===== src/rtl/fifo_wr_burst_arbiter_if.sv =====
// Requester-side bus of the FIFO write-burst arbiter: per-requester burst request,
// length, data handshake and the one-hot grant.
interface fifo_wr_burst_arbiter_if #(
    parameter int N_REQ      = 4,
    parameter int DATA_WIDTH = 16,
    parameter int LW         = 7
);
    logic [N_REQ-1:0]                 req_i;
    logic [N_REQ-1:0][LW-1:0]         len_i;
    logic [N_REQ-1:0]                 valid_i;
    logic [N_REQ-1:0][DATA_WIDTH-1:0] d_i;
    logic [N_REQ-1:0]                 ready_o;
    logic [N_REQ-1:0]                 grant_o;

    modport master (
        output req_i, len_i, valid_i, d_i,
        input  ready_o, grant_o
    );

    modport slave (
        input  req_i, len_i, valid_i, d_i,
        output ready_o, grant_o
    );
endinterface


===== src/rtl/fifo_wr_burst_arbiter.sv =====
// Round-robin arbiter sharing one FIFO write port among N_REQ burst requesters;
// a burst is granted whole and only starts once the FIFO has room for all of it.
module fifo_wr_burst_arbiter #(
    parameter int N_REQ      = 4,
    parameter int DATA_WIDTH = 16,
    parameter int SIZE       = 2048,
    parameter int MAX_BURST  = 64,
    parameter int MARGIN     = 2,
    parameter int LW         = $clog2(MAX_BURST) + 1,
    parameter int CW         = $clog2(SIZE)
) (
    input  logic                   clk_i,
    input  logic                   rst_i,
    fifo_wr_burst_arbiter_if.slave req_bus,
    output logic [DATA_WIDTH-1:0]  fifo_d_o,
    output logic                   fifo_we_o,
    input  logic                   fifo_full_i,
    input  logic [CW-1:0]          fifo_count_i,
    output logic                   busy_o
);
    localparam int PW = $clog2(N_REQ);
    localparam int IW = PW + 1;
    localparam int FW = CW + 2;

    typedef enum logic [1:0] {ST_IDLE, ST_WAIT, ST_BURST} state_t;

    state_t                   state_q, state_d;
    logic [PW-1:0]            winner_q, rr_q, pick;
    logic [IW-1:0]            idx;
    logic                     found;
    logic [LW-1:0]            remaining_q;
    logic [N_REQ-1:0][LW-1:0] len_clamped;
    logic signed [FW-1:0]     free_words;
    logic                     room_pick, room_q, accept, last_word;
    logic [N_REQ-1:0]         ready, grant;

    for (genvar g = 0; g < N_REQ; g++) begin : g_len
        assign len_clamped[g] = (req_bus.len_i[g] == '0)               ? LW'(1) :
                                (req_bus.len_i[g] > LW'(MAX_BURST))    ? LW'(MAX_BURST) :
                                                                         req_bus.len_i[g];
    end

    // Signed and wide enough that a count near SIZE goes negative instead of wrapping.
    assign free_words = $signed(FW'(SIZE)) - $signed(FW'(fifo_count_i)) - $signed(FW'(MARGIN));
    assign room_pick  = free_words >= $signed(FW'(len_clamped[pick]));
    assign room_q     = free_words >= $signed(FW'(remaining_q));

    always_comb begin
        pick  = '0;
        found = 1'b0;
        idx   = '0;
        for (int i = 0; i < N_REQ; i++) begin
            idx = IW'(rr_q) + IW'(i);
            if (idx >= IW'(N_REQ)) idx = idx - IW'(N_REQ);
            if (!found && req_bus.req_i[idx[PW-1:0]]) begin
                found = 1'b1;
                pick  = idx[PW-1:0];
            end
        end
    end

    assign accept    = (state_q == ST_BURST) && req_bus.valid_i[winner_q] && !fifo_full_i;
    assign last_word = accept && (remaining_q == LW'(1));

    always_ff @(posedge clk_i) begin
        if (rst_i) state_q <= ST_IDLE;
        else       state_q <= state_d;
    end

    // WAIT keeps the winner without re-arbitrating so long bursts cannot starve.
    always_comb begin
        state_d = state_q;
        ready   = '0;
        grant   = '0;
        case (state_q)
            ST_IDLE:  if (found) state_d = room_pick ? ST_BURST : ST_WAIT;
            ST_WAIT: begin
                grant[winner_q] = 1'b1;
                if (room_q) state_d = ST_BURST;
            end
            ST_BURST: begin
                grant[winner_q] = 1'b1;
                ready[winner_q] = !fifo_full_i;
                if (last_word) state_d = ST_IDLE;
            end
            default:  state_d = ST_IDLE;
        endcase
    end

    assign req_bus.ready_o = ready;
    assign req_bus.grant_o = grant;
    assign busy_o          = (state_q != ST_IDLE);

    always_ff @(posedge clk_i) begin
        if (rst_i) begin
            winner_q    <= '0;
            rr_q        <= '0;
            remaining_q <= '0;
            fifo_we_o   <= 1'b0;
            fifo_d_o    <= '0;
        end else begin
            fifo_we_o <= accept;
            if (accept) fifo_d_o <= req_bus.d_i[winner_q];
            if (state_q == ST_IDLE && found) begin
                winner_q    <= pick;
                remaining_q <= len_clamped[pick];
            end else if (accept) begin
                remaining_q <= remaining_q - LW'(1);
            end
            if (last_word) rr_q <= (winner_q == PW'(N_REQ - 1)) ? '0 : winner_q + 1'b1;
        end
    end
endmodule


===== src/flat_wrapper.sv =====
// flat-port wrapper written by rule: the top's interface ports become plain ports
module fifo_wr_burst_arbiter_flat 
#(
    parameter int N_REQ      = 4,
    parameter int DATA_WIDTH = 16,
    parameter int SIZE       = 2048,
    parameter int MAX_BURST  = 64,
    parameter int MARGIN     = 2,
    parameter int LW         = $clog2(MAX_BURST) + 1,
    parameter int CW         = $clog2(SIZE)
)
  (clk_i, rst_i, fifo_d_o, fifo_we_o, fifo_full_i, fifo_count_i, busy_o, req_bus_req_i, req_bus_len_i, req_bus_valid_i, req_bus_d_i, req_bus_ready_o, req_bus_grant_o);
  fifo_wr_burst_arbiter_if #(.N_REQ(N_REQ), .DATA_WIDTH(DATA_WIDTH), .LW(LW)) req_bus_i ();
  input  logic clk_i;
  input  logic rst_i;
  output logic [DATA_WIDTH-1:0] fifo_d_o;
  output logic fifo_we_o;
  input  logic fifo_full_i;
  input  logic [CW-1:0] fifo_count_i;
  output logic busy_o;
  input wire logic [$bits(req_bus_i.req_i)-1:0] req_bus_req_i;
  input wire logic [$bits(req_bus_i.len_i)-1:0] req_bus_len_i;
  input wire logic [$bits(req_bus_i.valid_i)-1:0] req_bus_valid_i;
  input wire logic [$bits(req_bus_i.d_i)-1:0] req_bus_d_i;
  output wire logic [$bits(req_bus_i.ready_o)-1:0] req_bus_ready_o;
  output wire logic [$bits(req_bus_i.grant_o)-1:0] req_bus_grant_o;
  assign req_bus_i.req_i = req_bus_req_i;
  assign req_bus_i.len_i = req_bus_len_i;
  assign req_bus_i.valid_i = req_bus_valid_i;
  assign req_bus_i.d_i = req_bus_d_i;
  assign req_bus_ready_o = req_bus_i.ready_o;
  assign req_bus_grant_o = req_bus_i.grant_o;
  fifo_wr_burst_arbiter #(.N_REQ(N_REQ), .DATA_WIDTH(DATA_WIDTH), .SIZE(SIZE), .MAX_BURST(MAX_BURST), .MARGIN(MARGIN), .LW(LW), .CW(CW)) u_core (.clk_i(clk_i), .rst_i(rst_i), .req_bus(req_bus_i), .fifo_d_o(fifo_d_o), .fifo_we_o(fifo_we_o), .fifo_full_i(fifo_full_i), .fifo_count_i(fifo_count_i), .busy_o(busy_o));
endmodule

===== config.mk =====
export PLATFORM = sky130hd
export DESIGN_NAME = fifo_wr_burst_arbiter_flat
export DESIGN_NICKNAME = d
export VERILOG_FILES = /design/src/rtl/fifo_wr_burst_arbiter_if.sv /design/src/rtl/fifo_wr_burst_arbiter.sv /design/src/flat_wrapper.sv
export SDC_FILE = /design/constraint.sdc
export NUM_CORES = 1
export LEC_CHECK = 0
export ABC_CLOCK_PERIOD_IN_PS = 2800
export CAP_MARGIN = 20
export CELL_PAD_IN_SITES_DETAIL_PLACEMENT = 0
export CELL_PAD_IN_SITES_GLOBAL_PLACEMENT = 1
export CORE_MARGIN = 2
export CORE_UTILIZATION = 26
export CTS_BUF_LIST = sky130_fd_sc_hd__clkbuf_16
export DETAILED_ROUTE_END_ITERATION = 16
export MAX_ROUTING_LAYER = met4
export PLACE_DENSITY_LB_ADDON = 0.1
export SYNTH_ARGS = -nofsm -noshare
export SYNTH_HDL_FRONTEND = slang
export SYNTH_SLANG_ARGS = --single-unit

===== constraint.sdc =====
create_clock -name clk_i -period 2.8 [get_ports clk_i]
set_clock_uncertainty 0.2 [all_clocks]
set_input_delay 0.28 -clock clk_i [delete_from_list [all_inputs] [get_ports clk_i]]
set_output_delay 0.28 -clock clk_i [all_outputs]
set_load 0.03 [all_outputs]

==> results_dict.tcl <==
set metrics [dict create \
    cts_root_buffer "sky130_fd_sc_hd__clkbuf_16" \
    number_of_pins_exceeding_their_max_slew_limit_in_the_final_report 0 \
    netlist_area_sq_mm 0.002856 \
    ff_latch_area_sq_um 608.1 \
    post_drt_wl_per_cell_um 13.17 \
    layout_commonest_cell "sky130_fd_sc_hd__clkdlybuf4s50_1" \
    fmax_ghz 0.3591 \
    total_switching_power_mw 0.7393 \
    report.power.total_mw 2.214 \
    final_nets 674 \
    yosys_warnings 0 \
    sw_frac_of_total_pct 33.39 \
    timing.critical_path.slowest_stage_cell "sky130_fd_sc_hd__dfxtp_4" \
    insertion_delay_ns 0.28 \
    p_per_area_mw_per_mm2 437.7 \
    holdCritPathClass "flop to flop" \
    commonest_cells_after_routing_fill_and_taps_aside "129 x sky130_fd_sc_hd__clkdlybuf4s50_1, 71 x sky130_fd_sc_hd__buf_4, 46 x sky130_fd_sc_hd__nand2_1, 32 x sky130_fd_sc_hd__a21oi_1, 28 x sky130_fd_sc_hd__dfxtp_1" \
    worst_setup_path_start_kind "flop" \
    globalplace.congestion 0.7971 \
    power.share.clock_pct 27.4 \
    rsz_0062_raised_after_global_routing "true" \
    placeableCoreArea_sq_mm 0.01079 \
    finalCriticalPeriod_ns 2.784 \
    num_antenna_cells 0 \
    async_flop_share_pct 0 \
    cts_made_buffers 5 \
    timing.critical_path.required_ns 2.75 \
    grt_max_degree 30 \
    sequential_share_of_the_synthesized_area_pct 21.02 \
    tns_ns 0 \
    fill_cells 1071 \
    critical_path.endpoint_type "flop" \
    pwr-share-seq_pct 24.3 \
    die_width_um 108.8 \
    global_route_wire_length_before_repair_mm 14.04 \
    finalSetupViolCount 0 \
    total_of_flip_flops_plus_latches_after_synthesis 30 \
    drv.max_cap_violation_count 0 \
    port_buffers 139 \
    post-synth-top-area-fraction_pct 21.02 \
    initial_antenna_violation_count 0 \
    drtIter0Drc 123 \
    synth_enable_flop_cells 0 \
    p_leak_nw 2.005 \
    yosysUniqueCellTypes 50 \
    synth_top_area_cell "sky130_fd_sc_hd__dfxtp_1" \
    ant_nets 0 \
    hold_violations 0 \
    synth_flop_cell "sky130_fd_sc_hd__dfxtp_1" \
    drt-pass1-iter-count 4 \
    irDropWorstVdd_mv 0.2442 \
    worst-endpoint-arrival_ns 2.74 \
    area.growth.synth_to_final_pct 77.09 \
    clock_sinks 30 \
    dp.final_hpwl_mm 7.501 \
    critPathMaxStageDelay_ns 0.36 \
    setup.worst_path.class "flop to flop" \
    cp_max_fo 4 \
    combinationalPowerShare_pct 48.3 \
    design.die.area_sq_mm 0.01184 \
    clk_pin_slew_ns 0.05 \
    synth.avg_cell_area_sq_um 8.501 \
    cts_tree "yes" \
    htree_num_levels 2 \
    timing.slew.headroom_pct 70.49 \
    floorplan.initialDensity_pct 26.47 \
    grt-ovfl-total 0 \
    grtUsageTotal_pct 15.40 \
    cp_cell_sequence "buf_6, o21a_4, nor2_4, mux2i_1, mux2i_2, ha_1, nand2b_4, a21o_1, a21oi_2, nor2b_2, o2111ai_2, and4b_1, o32ai_2" \
    cellInternalPower_mw 1.475 \
    syn-num-nets 474 \
    combined_area_of_the_multi_input_logic_cells_sq_mm 0.002158 \
    vias 3110 \
    cts.path.max_buffers 2 \
    layout_worst_path_cycle_share_pct 99.45 \
    grt_pass1_vias 3034 \
    total_wirelength_of_the_detailed_routed_design_mm 8.916 \
    top_area_cells_in_the_synthesized_netlist "sky130_fd_sc_hd__dfxtp_1 21%, sky130_fd_sc_hd__mux4_2 13%, sky130_fd_sc_hd__ha_1 11%" \
    final_layout_size_suffix_gt1_share_pct 22.16 \
    status "finished clean" \
    worst_pin_slew_ns 0.4410 \
    io_pins 140 \
    die_h_um 108.8 \
    remaining_drc_errors 0 \
    netlist_instances 336 \
    std_cell_rows 38 \
    drt-vias-per-instance 4.594 \
]
synth_stat cells, types with 6 or more instances:
master,number
sky130_fd_sc_hd__a21oi_1,33
sky130_fd_sc_hd__and2_1,10
sky130_fd_sc_hd__buf_2,6
sky130_fd_sc_hd__dfxtp_1,30
sky130_fd_sc_hd__ha_1,24
sky130_fd_sc_hd__inv_1,17
sky130_fd_sc_hd__mux2i_1,19
sky130_fd_sc_hd__mux4_2,17
sky130_fd_sc_hd__nand2_1,46
sky130_fd_sc_hd__nand2b_1,22
sky130_fd_sc_hd__nor2_1,22
sky130_fd_sc_hd__nor3_1,10
sky130_fd_sc_hd__xnor2_1,8
metal layers:
metal | routed length [um] | global-route usage (%) | vias up | share of wire [%]
li1 | - | - | 1608 | -
met1 | 4039 | 19.11 | 1417 | 45
met2 | 4332 | 26.25 | 77 | 49
met3 | 432 | 3.168 | 8 | 4.8
met4 | 111 | 2.564 | 0 | 1.2
met5 | 0 | - | - | 0
worst max-delay path: cells and delay by family, from the launching register on:
kind	cells	cell delay, ns
buf+inv	1	0.12
fa+ha+maj	1	0.28
compound gates	5	0.79
flops	1	0.36
mux	2	0.35
simple gates	4	0.55
logic make-up after synthesis:
group	synth area share [%]
compound gates	13.53
xor+xnor	3.373
fa+ha+maj	10.51
buf+inv	4.994
flops	21.03
mux	20.46
simple gates	26.11
flip-flops by register name (all words and copies together) (netlist names):
name and flops:
u_core.fifo_d_o 16, u_core.state_q 2, u_core.winner_q 2, u_core.remaining_q 7, u_core.rr_q 2, u_core.fifo_we_o 1
area by class of cell:
cell class	instances	share of cell area, %
clock inverter	3	0.7915
tap	140	3.463
clock buffer	5	2.473
multi-input combinational	275	42.67
timing repair buffer	207	37.32
inverter	17	1.261
sequential	30	12.02
repair_timing:
| action | in CTS | in global routing |
|---|---|---|
| pin swaps | 12 | 2 |
| setup endpoints to repair | 2 | 2 |
| resized for setup | 12 | 9 |
| setup buffers | 3 | 0 |
| hold buffers | 0 | 0 |
| endpoints found under the hold margin | 0 | 0 |
worst paths after layout:
kind / startpoint / endpoint / slack (ns) / cells past startpoint
setup / recovery: u_core.rr_q[1]$_SDFFE_PP0P_ / u_core.state_q[1]$_SDFFE_PP0P_ / 0.02 / 13
hold / removal: u_core.fifo_d_o[8]$_SDFFE_PP0P_ / u_core.fifo_d_o[8]$_SDFFE_PP0P_ / 0.25 / 2
setup reg to reg: u_core.rr_q[1]$_SDFFE_PP0P_ / u_core.state_q[1]$_SDFFE_PP0P_ / 0.02 / 13
hold reg to reg: u_core.fifo_d_o[8]$_SDFFE_PP0P_ / u_core.fifo_d_o[8]$_SDFFE_PP0P_ / 0.25 / 2
power by group through the flow:
stage / clock [mW] / combinational [mW] / sequential [mW]
floorplan: 0 / 0.577 / 0.573
global placement: 0 / 1.05 / 0.547
detailed placement: 0 / 1.06 / 0.549
CTS: 0.623 / 1.07 / 0.540
global route: 0.648 / 1.18 / 0.546
finish: 0.607 / 1.07 / 0.537
through the flow:
stage | instances | setup slack [ns] | cell area (sq um) | hold slack [ns] | utilization (%)
finish | 677 | 0.01553 | 5059 | 0.2524 | 46.87
global route | 677 | -0.1407 | 5059 | 0.2785 | 46.87
CTS | 677 | 0.002219 | 5025 | 0.2536 | 46.56
detailed placement | 666 | -0.5480 | 4828 | 0.2457 | 44.74
global placement | 666 | -0.4827 | 4828 | 0.2419 | 44.74
floorplan | 336 | -0.003709 | 2863 | 0.2612 | -
No activity file was read; power rests on OpenSTA's default activity.
==> RTL edit, RTL diff (same settings) <==
The 3 states of `state_t` get a one-hot encoding in 3 bits.
--- a/src/rtl/fifo_wr_burst_arbiter.sv
+++ b/src/rtl/fifo_wr_burst_arbiter.sv
@@ -24,3 +24,3 @@
 
-    typedef enum logic [1:0] {ST_IDLE, ST_WAIT, ST_BURST} state_t;
+    typedef enum logic [2:0] {ST_IDLE = 3'b001, ST_WAIT = 3'b010, ST_BURST = 3'b100} state_t;
 
Behaviour: no difference found for any inputs over 10 cycles, from zero or initial values and one cycle with rst_i high; not proved beyond that.
==> RTL edit against the original RTL <==
- the flow now finishes with violations (negative setup slack)
- worst hold slack lost 0.0019 ns
- worst setup slack worse by 0.16 ns
- area after synthesis rose by 5.2%
- sequential cell count grew 1
- fmax shrank 5.3%
- routed wire length grew 28%
- final area increased by 9.9%
- count of clock-buffer cells in the layout stayed put
- via count up 17%
- total power fell by 7.1%
- non-clock buffer count up 19
- critical endpoint unchanged
==> RTL edit: results (changes against the original RTL) <==
Global route
  • Met1 usage: 22.5% (+3.4 points)
  • Vias in the first global route: 3705 (+22%)
  • GRT Total Usage: 18.7% (+3.3 points)
  • Met2 Use GR: 31.5% (+5.3 points)
  • First-pass GRT wire length: 18.5 mm (+32%)
  • GR Layer Usage met3: 4.08% (+0.91 points)

Timing
  • Worst Tran Pin Value: 0.530 ns (+0.0893 ns)
  • Setup violators final: 2 (+2)
  • Final setup margin: -0.140 ns (-0.155 ns)

Final layout
  • Nets: 713 (+5.8%)
  • Area of the multi-input gates: 2450 µm² (+14%)
  • Share of cells above drive strength 1: 28.8% (+6.7 points)
  • Seq area share: 11.3% (-0.72 points)
  • Top Registers: u_core.fifo_d_o: 16 flops, u_core.remaining_q: 7 flops, u_core.state_q: 3 flops
  • Inverters: 26 (+9)
  • Multi-In Gates: 288 (+4.7%)
  • Non-clock buffering overhead: 36.7% (-0.65 points)
  • Filler Cells Inserted: 1154 (+7.7%)
  • Clock-cell share: 2.95% (-0.32 points)
  • Non-clock buffers: 226 (+9.2%)

Placement
  • Detailed Place HPWL: 9.47 mm (+26%)
  • GPL Wtd Cong: 0.854 (+7.1%)

Synthesis
  • Flops & latches, synth: 31 (+3.3%)
  • Synth top cells by count: nand2_1 (44), dfxtp_1 (31), a21oi_1 (27), inv_1 (24), ha_1 (21)
  • Synth Net Count: 496 (+4.6%)
  • Dominant cells by area after synthesis: dfxtp_1 (21%), mux4_2 (13%), ha_1 (8.7%)
  • Compound-Gate Fraction of Synth Area: 23.3% (+9.7 points)
  • XOR/XNOR share of the synthesized area: 2.92% (-0.46 points)
  • Yosys cell types: 62 (+24%)

Worst setup path
  • CP max-delay cell: or3_4
  • Worst r2r path cells: 11 (-2)
  • Worst EP arrival: 2.91 ns (+0.17 ns)
  • Slowest stage delay, CP: 0.39 ns (+0.03 ns)

Run status
  • Run status: complete, but fails checks
  • Failing checks: negative setup slack

Clocking
  • Setup bufs post-CTS: 2 (-1)

Pwr
  • VDD IR max: 0.000218 V (-11%)

Min path
  • HP Start: u_core.fifo_d_o[1]

Detailed routing
  • Metal-1 WL: 5.09 mm (+26%)
  • First drt pass iteration count: 5 (+1)
  • Met3 wire len: 699 µm (+62%)
  • Iteration-0 DRC count of the detailed router: 142 (+15%)
==> RTL edit: changes by cell type after synthesis, moves of 5 or more <==
cell      change
a31oi_1       +5
a311oi_1     +10
mux2i_1      -15
nand4_1       +7
nand3_1       +9
nand2b_1     -16
inv_1         +7
o21ai_0       +9
a21oi_1       -6
nor2_1        -5
==> RTL edit: metrics by stage <==
step	worst slack (ns)	std cells	power, µW	cell area (µm²)	TNS, ns
3_3_place_gp	-0.712	708	1400	5110	-1.32
4_1_cts	-0.116	718	2060	5440	-0.165
5_1_grt	-0.219	722	2200	5560	-0.360
2_1_floorplan	-0.0288	361	991	3030	-0.0288
6_report	-0.140	722	2060	5560	-0.162
3_5_place_dp	-0.737	708	1410	5110	-1.37
==> RTL edit: report_power, final <==
part | switching (µW) | internal, µW
clock | 189 | 414
sequential | 56.9 | 479
combinational | 412 | 505
